[src/rtl/scan_chain_driver.sv]
// Serial TDR scan-chain initiator: load pattern MSB-first, update, capture, unload response.
// All chain controls are registered; one test takes 2*CHAIN_LEN+3 cycles from start to done.
module scan_chain_driver #(
    parameter int CHAIN_LEN = 128
) (
    input  logic                 i_tck,
    input  logic                 i_reset,
    input  logic                 i_start,
    input  logic [CHAIN_LEN-1:0] i_pattern_in,
    input  logic                 i_tdo,
    output logic                 o_tdi,
    output logic                 o_shift_en,
    output logic                 o_update_en,
    output logic                 o_capture_en,
    output logic                 o_busy,
    output logic                 o_done,
    output logic [CHAIN_LEN-1:0] o_response_out
);
    localparam int CW = $clog2(CHAIN_LEN) + 1;
    localparam logic [CW-1:0] LAST = CW'(CHAIN_LEN - 1);

    typedef enum logic [2:0] {
        S_IDLE,
        S_LOAD,
        S_UPDATE,
        S_CAPTURE,
        S_UNLOAD,
        S_DONE
    } state_t;

    state_t               r_state;
    logic [CW-1:0]        r_cnt;
    logic [CHAIN_LEN-1:0] r_load;
    logic [CHAIN_LEN-1:0] r_collect;
    logic [CHAIN_LEN-1:0] r_response;
    logic                 r_tdi;
    logic                 r_shift_en;
    logic                 r_update_en;
    logic                 r_capture_en;
    logic                 r_busy;
    logic                 r_done;

    logic                 w_last;
    logic [CHAIN_LEN-1:0] w_collect_next;

    assign w_last         = (r_cnt == LAST);
    // tdo is the pre-shift content of the last cell, so the first bit sampled ends up as the MSB.
    assign w_collect_next = {r_collect[CHAIN_LEN-2:0], i_tdo};

    always_ff @(posedge i_tck) begin
        if (i_reset) begin
            r_state      <= S_IDLE;
            r_cnt        <= '0;
            r_load       <= '0;
            r_collect    <= '0;
            r_response   <= '0;
            r_tdi        <= 1'b0;
            r_shift_en   <= 1'b0;
            r_update_en  <= 1'b0;
            r_capture_en <= 1'b0;
            r_busy       <= 1'b0;
            r_done       <= 1'b0;
        end else begin
            r_done <= 1'b0;
            case (r_state)
                S_IDLE: begin
                    if (i_start) begin
                        r_load     <= {i_pattern_in[CHAIN_LEN-2:0], 1'b0};
                        r_tdi      <= i_pattern_in[CHAIN_LEN-1];
                        r_shift_en <= 1'b1;
                        r_busy     <= 1'b1;
                        r_cnt      <= '0;
                        r_state    <= S_LOAD;
                    end
                end
                S_LOAD: begin
                    if (w_last) begin
                        r_shift_en  <= 1'b0;
                        r_tdi       <= 1'b0;
                        r_update_en <= 1'b1;
                        r_cnt       <= '0;
                        r_state     <= S_UPDATE;
                    end else begin
                        r_tdi  <= r_load[CHAIN_LEN-1];
                        r_load <= {r_load[CHAIN_LEN-2:0], 1'b0};
                        r_cnt  <= r_cnt + CW'(1);
                    end
                end
                S_UPDATE: begin
                    r_update_en  <= 1'b0;
                    r_capture_en <= 1'b1;
                    r_cnt        <= '0;
                    r_state      <= S_CAPTURE;
                end
                S_CAPTURE: begin
                    r_capture_en <= 1'b0;
                    r_shift_en   <= 1'b1;
                    r_cnt        <= '0;
                    r_state      <= S_UNLOAD;
                end
                S_UNLOAD: begin
                    r_collect <= w_collect_next;
                    if (w_last) begin
                        r_shift_en <= 1'b0;
                        r_response <= w_collect_next;
                        r_done     <= 1'b1;
                        r_cnt      <= '0;
                        r_state    <= S_DONE;
                    end else begin
                        r_cnt <= r_cnt + CW'(1);
                    end
                end
                S_DONE: begin
                    r_busy  <= 1'b0;
                    r_cnt   <= '0;
                    r_state <= S_IDLE;
                end
                default: begin
                    r_state <= S_IDLE;
                end
            endcase
        end
    end

    assign o_tdi          = r_tdi;
    assign o_shift_en     = r_shift_en;
    assign o_update_en    = r_update_en;
    assign o_capture_en   = r_capture_en;
    assign o_busy         = r_busy;
    assign o_done         = r_done;
    assign o_response_out = r_response;

endmodule

[config.mk]
export PLATFORM = sky130hd
export DESIGN_NAME = scan_chain_driver
export DESIGN_NICKNAME = d
export VERILOG_FILES = /design/src/rtl/scan_chain_driver.sv
export SDC_FILE = /design/constraint.sdc
export NUM_CORES = 1
export LEC_CHECK = 0
export ABC_AREA = 0
export CAP_MARGIN = 20
export CORE_ASPECT_RATIO = 1.25
export CORE_MARGIN = 1
export CORE_UTILIZATION = 37
export CTS_BUF_LIST = sky130_fd_sc_hd__clkbuf_8
export CTS_CLUSTER_DIAMETER = 150
export DETAILED_ROUTE_END_ITERATION = 16
export REMOVE_ABC_BUFFERS = 1
export SYNTH_ARGS = -nofsm -noshare
export SYNTH_HDL_FRONTEND = slang
export SYNTH_SLANG_ARGS = --single-unit
[constraint.sdc]
create_clock -name i_tck -period 4.7 [get_ports i_tck]
set_input_delay 0.94 -clock i_tck [delete_from_list [all_inputs] [get_ports i_tck]]
set_output_delay 0.94 -clock i_tck [all_outputs]
set_load 0.005 [all_outputs]
# Word-level counts from Yosys, hierarchy flattened
# Index checks and enable logic that the tools add are counted.
dict set report classes {
  bitwise 1
  muxes 21
  n_addsub 1
  eq_ne 11
  reduce_logical 18
}
# cell n
set ops {}
lappend ops {{2-to-1 mux 128 bit} 2}
lappend ops {{case mux 128 bit (2 select lines)} 1}
lappend ops {{case mux 8 bit (3 select lines)} 1}
lappend ops {{2-to-1 mux 8 bit} 2}
lappend ops {{case mux 3 bit (5 select lines)} 1}
lappend ops {{AND reduction 2 bit} 5}
lappend ops {{2-to-1 mux 3 bit} 3}
lappend ops {{AND reduction 3 bit} 3}
lappend ops {{adder 8 x 1 -> 8 bit (second input constant)} 1}
lappend ops {{== test 8 x 7 -> 1 bit (second input constant)} 1}
lappend ops {{inequality test 2 bit (second input constant)} 4}
lappend ops {{case mux 1 bit (2 select lines)} 4}
lappend ops {{nonzero test 2 bit} 4}
lappend ops {{== test 3 x 2 -> 1 bit (second input constant)} 2}
lappend ops {{== test 3 bit (second input constant)} 2}
lappend ops {{2-to-1 mux 1 bit} 6}
lappend ops {{nonzero test 3 bit} 2}
lappend ops {{OR reduction 2 bit} 2}
lappend ops {{== test 3 x 1 -> 1 bit (second input constant)} 1}
lappend ops {{logical NOT 3 bit} 1}
lappend ops {{case mux 1 bit (3 select lines)} 1}
lappend ops {{OR reduction 3 bit} 1}
lappend ops {{inequality test 2 x 1 -> 1 bit (second input constant)} 1}
lappend ops {{NOT 1 bit} 1}
dict set report totals {
  out_inout_bits 134
  regBits 400
  inputBits 132
}

# Longest topological paths before layout
# Gate-level depths: netlist of the first run.
dict set report depth {
  ltp_word 4
  depth_mapped 8
  ltp_nobuf 5
}

# Least setup slack after synthesis of the first run
# No wires, ideal clock.
dict set report synth_timing {
  path_kind {input-to-reg}
  from {input port i_start}
  to {register r_load[100]}
  setup_time_ns 0.081
  t_arrival_ns 2.026
  stages 5
  slack_ns 2.593
  cell_sequence {nor4b_2 -> clkbuf_1 -> clkbuf_1 -> nor3_1 -> a211oi_2}
}
dict set report synth_between {
  elab_chain_cells 2
}
# item line_no
set synth_rtl {}
lappend synth_rtl {{from (decl)} 8} ;# input logic i_start,
lappend synth_rtl {{inequality test 2 bit (no line)} -}
lappend synth_rtl {{AND reduction 3 bit (no line)} -}
lappend synth_rtl {{to (signal assigned)} 68} ;# r_load <= {i_pattern_in[CHAIN_LEN-2:0], 1'b0};
lappend synth_rtl {{to (signal assigned)} 85} ;# r_load <= {r_load[CHAIN_LEN-2:0], 1'b0};
lappend synth_rtl {{to (decl)} 33} ;# logic [CHAIN_LEN-1:0] r_load;
# No other way between the ends.
# A chain may end at the register's enable or synchronous reset.

# Worst setup path in the final report of the first run
dict set report layout_timing {
  from {register r_state[2]}
  to {register r_collect[42]}
}
dict set report layout_between {
  elab_chain_cells 1
}
# item line_no
set layout_rtl {}
lappend layout_rtl {{from (decl)} 31} ;# state_t r_state;
lappend layout_rtl {{from (signal assigned)} 52} ;# r_state <= S_IDLE;
lappend layout_rtl {{from (signal assigned)} 73} ;# r_state <= S_LOAD;
lappend layout_rtl {{from (signal assigned)} 82} ;# r_state <= S_UPDATE;
lappend layout_rtl {{== test 3 bit} 65} ;# case (r_state)
lappend layout_rtl {{to (signal assigned)} 102} ;# r_collect <= w_collect_next;
lappend layout_rtl {{to (decl)} 34} ;# logic [CHAIN_LEN-1:0] r_collect;
# No other way between the ends.

==> results of run 1 <==
## cell families (layout without fill, tap and decap cells)
group | count (synthesis) | in the layout
compound gates | 400 | 400
mux | 128 | 128
xor+xnor | 9 | 9
buf+inv | 147 | 383
other cells | 0 | 1
simple gates | 432 | 432
fa+ha+maj | 1 | 1
flops | 399 | 399
## tightest hold or removal path, stage by stage (launching register included)
cell and delay [ns]:
dfxtp_1 0.32, nand2_1 0.06, a21oi_1 0.05
## power groups by stage
| stage | combinational [mW] | sequential [mW] | clock [mW] |
|---|---|---|---|
| 3_5_place_dp | 1.74 | 4.00 | 0 |
| 5_1_grt | 1.89 | 3.97 | 3.15 |
| 4_1_cts | 1.75 | 3.93 | 3.00 |
| 3_3_place_gp | 1.71 | 3.99 | 0 |
| 6_report | 1.73 | 3.93 | 2.88 |
| 2_1_floorplan | 1.42 | 3.94 | 0 |
## layer usage
layer	share of wire	global-route usage
met1	0.45	0.2177
met2	0.45	0.2701
met3	0.082	0.06870
met4	0.020	0.06124
met5	0.00098	0
## placed cells by master, fill, tap and decap left out, types with 2 or more instances in the layout
cell type / n
o21ai_0: 3
inv_1: 18
nand3_1: 4
a22o_1: 127
a211oi_2: 30
or2_2: 2
nor3_1: 129
clkinvlp_4: 3
nor2_1: 15
dfxtp_1: 399
buf_4: 4
nand2_1: 259
xnor2_1: 8
clkdlybuf4s50_1: 264
clkinv_2: 4
clkbuf_8: 80
nor2b_1: 3
buf_12: 7
a21oi_1: 131
mux2i_1: 128
nor3b_1: 2
nor4_1: 4
a211oi_1: 98
a21oi_4: 2
## sequential cells by signal, indices dropped and copies added (netlist names)
name and count:
o_tdi 1, o_busy 1, r_load 127, r_state 3
r_collect 127, o_update_en 1, r_cnt 8, o_shift_en 1
o_capture_en 1, o_response_out 128, o_done 1
## through the flow
step                      setup WS [ns]  setup TNS [ns]  instances  total power, mW
after floorplan                  -5.565        -1393.34       1370            5.367
after global placement            1.607               0       2144            5.702
after detailed placement          1.583               0       2144            5.738
after CTS                         2.091               0       2250            8.672
after global routing              1.847               0       2250            9.014
final                             2.115               0       2251            8.539
## area by class of cell
type	instances	share of cell area
sequential	399	0.4215
clock inverter	26	0.006669
clock buffer	80	0.05811
tap	498	0.03288
inverter	1	0.0001981
multi-input combinational	970	0.3313
timing repair buffer	276	0.1492
antenna	1	0.0001321
## final timing paths
path,to,cells after the start
max,r_collect[42],4
min reg2reg,r_collect[45],2
max reg2reg,r_collect[42],4
min,r_collect[45],2
==> flow_metrics.env, run 1 <==
export IMPL_status="complete, no violations"
export IMPL_synthSimpleGateAreaFrac=0.1258
export IMPL_syn_area_mm2=0.01488
export IMPL_num_vias=11750
export IMPL_period_needed_ns=2.585
export IMPL_drc=0
export IMPL_post_route_util=0.4807
export IMPL_p_leak_nw=7.107
export IMPL_nNetsFinal=1848
export IMPL_r2r_slack_ns=2.11
export IMPL_multi_input_comb_area_mm2=0.006277
export IMPL_die_area_mm2=0.04104
export IMPL_io_pin_count=266
export IMPL_p_per_area_mw_per_mm2=450.6
export IMPL_rsz0062_at_grt="false"
export IMPL_critPathArrivalTime_ns=3.07
export IMPL_crit_path_max_incr_delay_ns=0.74
export IMPL_synth_compound_area_share=0.2007
export IMPL_tightest_slew_ns=1.012
export IMPL_wirelength_mm=36.60
export IMPL_cp_num_buf_inv=1
export IMPL_netlist_top_cells_count="dfxtp_1 (399), nand2_1 (260), a21oi_1 (131), nor3_1 (130), mux2i_1 (128)"
export IMPL_ant_nets=0
export IMPL_grt_first_pass_wirelength_mm=58.68
export IMPL_die_x_um=181.4
export IMPL_dp_hpwl_mm=21.37
export IMPL_r2r_start="r_state[2]"
export IMPL_hold_slack_ns=0.4537
export IMPL_gp_congestion=0.7536
export IMPL_htree_num_levels=3
export IMPL_ys_seq_area_frac=0.5367
export IMPL_fp_row_count=81
export IMPL_period_share=0.5501
export IMPL_yosys_register_bits=399
export IMPL_critical_path_class="reg2reg"
export IMPL_viasPerCell=5.219
export IMPL_cts_hold_buf=0
export IMPL_clockPowerShare=0.337
export IMPL_max_vdd_ir_drop_v=0.0003947
export IMPL_setup_worst_path_start="r_state[2]"
export IMPL_antenna_found_initial=3
export IMPL_synthMuxAreaShare=0.08608
export IMPL_crit_chain="and2_4 > buf_4 > nand2_1 > a21oi_1"
export IMPL_cts_sinks=399
export IMPL_syn_to_final_growth_pct=27.31
export IMPL_grt_ovfl_total=0
export IMPL_hold_start="r_collect[44]"
export IMPL_cts_tree="yes"
export IMPL_avgRoutedWirePerCell_um=16.26
export IMPL_drive_above_1_share=0.08219
export IMPL_synth_warning_count=0
export IMPL_regArea_mm2=0.007988
export IMPL_p_int_mw=6.033
export IMPL_clock_skew_final_ns=0.02076
export IMPL_cpLargestDelayFamily="simple AND/OR/NAND/NOR gates"
export IMPL_clk_path_buf_depth=3
export IMPL_start_util=0.3775
export IMPL_avgSynthCellArea_um2=9.818
export IMPL_swShare=0.2935
export IMPL_hold_class="reg2reg"
export IMPL_cts_resized=0
export IMPL_async_reset_ff_frac=0
export IMPL_cts_root_buf="clkbuf_8"
export IMPL_hold_viol=0
export IMPL_grt_usage=0.1739
export IMPL_fmax_mhz=386.8
export IMPL_yosys_area_top_type="dfxtp_1"
export IMPL_synth_main_ff_cell="dfxtp_1"
export IMPL_synth_area_leaders="dfxtp_1 (54%), mux2i_1 (8.6%), a22o_1 (7.5%)"
export IMPL_grt_pass1_vias=11320
export IMPL_startpoint_type="flop"
export IMPL_die_h_um=226.2
export IMPL_clock_latency_ns=0.58
export IMPL_first_pass_iters=5
export IMPL_synth_xor_area_frac=0.005296
export IMPL_cap_violations=0
export IMPL_critPathCaptureType="flop"
export IMPL_synth_edf_count=0
export IMPL_setup_viol=0
export IMPL_yosysUniqueCellTypes=45
export IMPL_cts_made_buffers=67
export IMPL_design_area_mm2=0.01895
export IMPL_slew_headroom=0.3252
export IMPL_fill_cells=3670
export IMPL_critPathRequiredTime_ns=5.19
export IMPL_cts_setup_buffers=0
export IMPL_grt_start_max_net_pins=140
export IMPL_path_max_fanout=67
export IMPL_portBuffers=265
export IMPL_synth_fa_ha_area_frac=0.0008406
export IMPL_core_area_mm2=0.03942
export IMPL_critPathSlowestCell="dfxtp_1"
export IMPL_switchingPower_mw=2.506
export IMPL_clk_pin_slew_ns=0.06
export IMPL_yosys_cell_count_top_type="dfxtp_1"
export IMPL_drt_iter0_drc=645
export IMPL_combPwrFrac=0.203
export IMPL_dpl_cell_area_mm2=0.01772
export IMPL_synth_top_family_by_area="compound AO/OA/AOI/OAI gates"
export IMPL_seqPwrFrac=0.460
export IMPL_synthDominantCellAreaShare=0.5367
export IMPL_maxSlewViolCount=0
export IMPL_syn_inst=1516
Power figures use the tool's default switching activity.
==> run 2: changes to the inputs <==
Clock period 4.7 ns to 2.1 ns, I/O delays scaled along.
==> run 2 against run 1 <==
  * Via count grew 1.6%
  * First-iteration DRC count grew 20%
  * Setup slack lost 2.0 ns
  * Register-to-register slack lost 2.0 ns
  * Sequential cell count is the same
  * Combinational power grew 140%
  * Clock-buffer cell count grew 6
==> flow_metrics.env, run 2 (synthesis results as in run 1) <==
export IMPL_status="complete, no violations"
export IMPL_multi_input_comb_area_mm2=0.006279
export IMPL_swShare=0.2933
export IMPL_setup_viol=0
export IMPL_crit_chain="ha_1 > and3b_2 > a21oi_4 > or2_4 > buf_4 > a211oi_1"
export IMPL_portBuffers=265
export IMPL_clk_path_buf_depth=3
export IMPL_syn_to_final_growth_pct=30.38
export IMPL_hold_start="i_reset"
export IMPL_hold_path_depth=2
export IMPL_seqPwrFrac=0.443
export IMPL_totalPowerFinal_mw=19.77
export IMPL_grt_start_max_net_pins=130
export IMPL_cts_made_buffers=66
export IMPL_startpoint_type="flop"
export IMPL_regArea_mm2=0.007988
export IMPL_period_needed_ns=2.007
export IMPL_fill_cells=3617
export IMPL_crit_path_max_incr_delay_ns=0.36
export IMPL_critPathRequiredTime_ns=2.55
export IMPL_clk_pin_slew_ns=0.06
export IMPL_r2r_start="r_cnt[0]"
export IMPL_r2r_end="r_load[95]"
export IMPL_cts_tree="yes"
export IMPL_drive_above_1_share=0.1017
export IMPL_largest_reg_flops=128
export IMPL_drc=0
export IMPL_period_share=0.9557
export IMPL_nNetsFinal=1874
export IMPL_slew_headroom=0.3187
export IMPL_tightest_slew_ns=1.022
export IMPL_cap_violations=0
export IMPL_p_leak_nw=7.360
export IMPL_wirelength_mm=37.96
export IMPL_die_h_um=226.2
export IMPL_die_x_um=181.4
export IMPL_critPathSlowestCell="a21oi_4"
export IMPL_antenna_found_initial=3
export IMPL_grt_usage=0.1815
export IMPL_cp_num_buf_inv=1
export IMPL_maxSlewViolCount=0
export IMPL_start_util=0.3775
export IMPL_core_area_mm2=0.03942
export IMPL_critPathArrivalTime_ns=2.46
export IMPL_cts_sinks=399
export IMPL_rsz0062_at_grt="false"
export IMPL_clock_latency_ns=0.61
export IMPL_critical_path_class="reg2reg"
export IMPL_htree_num_levels=3
export IMPL_cts_root_buf="clkbuf_8"
export IMPL_tns_ns=0
export IMPL_hold_slack_ns=0.1971
export IMPL_fp_row_count=81
export IMPL_combPwrFrac=0.211
export IMPL_io_pin_count=266
export IMPL_r2r_slack_ns=0.09
export IMPL_dp_hpwl_mm=23.82
export IMPL_layout_cells_most_common_list="dfxtp_1 (399), clkdlybuf4s50_1 (264), nand2_1 (259)"
export IMPL_viasPerCell=5.216
export IMPL_cts_resized=0
export IMPL_antennaDiodeCount=0
export IMPL_clock_skew_final_ns=0.02765
export IMPL_max_vdd_ir_drop_v=0.0007004
export IMPL_grt_ovfl_total=0
export IMPL_drt_iter0_drc=775
export IMPL_p_int_mw=13.97
export IMPL_cpLargestDelayFamily="simple AND/OR/NAND/NOR gates"
export IMPL_avgRoutedWirePerCell_um=16.59
export IMPL_ant_nets=0
export IMPL_cts_setup_buffers=0
export IMPL_final_common_cell="dfxtp_1"
export IMPL_fmax_mhz=498.3
export IMPL_switchingPower_mw=5.798
export IMPL_hold_path_end="r_load[15]"
export IMPL_cts_hold_buf=0
export IMPL_first_pass_iters=4
export IMPL_hold_viol=0
export IMPL_ff2ff_path_depth=6
export IMPL_p_per_area_mw_per_mm2=1019
export IMPL_die_area_mm2=0.04104
export IMPL_gp_congestion=0.7778
export IMPL_grt_first_pass_wirelength_mm=60.66
export IMPL_path_max_fanout=15
export IMPL_clockPowerShare=0.346
export IMPL_grt_pass1_vias=11600
export IMPL_num_vias=11930
export IMPL_critPathCaptureType="flop"
export IMPL_hold_class="in2reg"
-- run 2: cell count changes in the layout (fill, tap and decap cells not counted), moves of 2 or more --
cell	before	now
buf_4	4	21
buf_12	7	16
clkbuf_8	80	86
clkinv_2	4	6
-- run 2: final cells by class --
| cell class | instances | share of cell area |
|---|---|---|
| Clock inverter | 31 | 0.008704 |
| Timing Repair Buffer | 303 | 0.1629 |
| Clock buffer | 86 | 0.06099 |
| Tap cell | 498 | 0.03211 |
| Inverter | 1 | 0.0001934 |
| Sequential cell | 399 | 0.4116 |
| Multi-Input combinational cell | 970 | 0.3235 |
-- run 2: how the worst max path moves through the flow --
stage                           start  slack [ns]                 to  cells past startpoint
floorplan                  r_state[2]       -8.16             o_done                      2
global placement              i_start       -0.09           r_cnt[0]                      6
detailed placement            i_start       -0.05           r_cnt[6]                      6
CTS                 o_response_out[5]         0.1  o_response_out[5]                      1
global route                 r_cnt[0]        0.02         r_load[81]                      6
finish                       r_cnt[0]        0.09         r_load[95]                      6
-- run 2: routing by layer --
metal | GRT usage | up-vias | part of all wire
met5 | 0 | - | 0.0011
met4 | 0.06561 | 6 | 0.018
met3 | 0.04435 | 57 | 0.062
met2 | 0.2835 | 335 | 0.45
met1 | 0.2424 | 5625 | 0.47
li1 | - | 5911 | -
-- run 2: through the flow --
stage	setup slack [ns]	area, um^2	cells	utilization
after floorplan	-8.165	14220	1370	-
after global placement	-0.08632	18030	2170	0.4573
after detailed placement	-0.05258	18030	2170	0.4573
after CTS	0.09554	19380	2287	0.4916
after global routing	0.01870	19410	2288	0.4922
final	0.09309	19410	2288	0.4922
-- run 2: power groups by stage --
stage	registers (mW)	logic, mW	clock network (mW)
final	8.77	4.17	6.84
after global placement	8.90	4.06	0
after global routing	8.85	4.55	7.41
after floorplan	8.73	2.92	0
after CTS	8.76	4.15	7.09
after detailed placement	8.91	4.15	0
==> run 3: changes to the inputs <==
Settings changed: HOLD_SLACK_MARGIN set to 0.1.
==> results of run 3 <==
The final DEF is identical to that of run 2; final timing and power are the same.
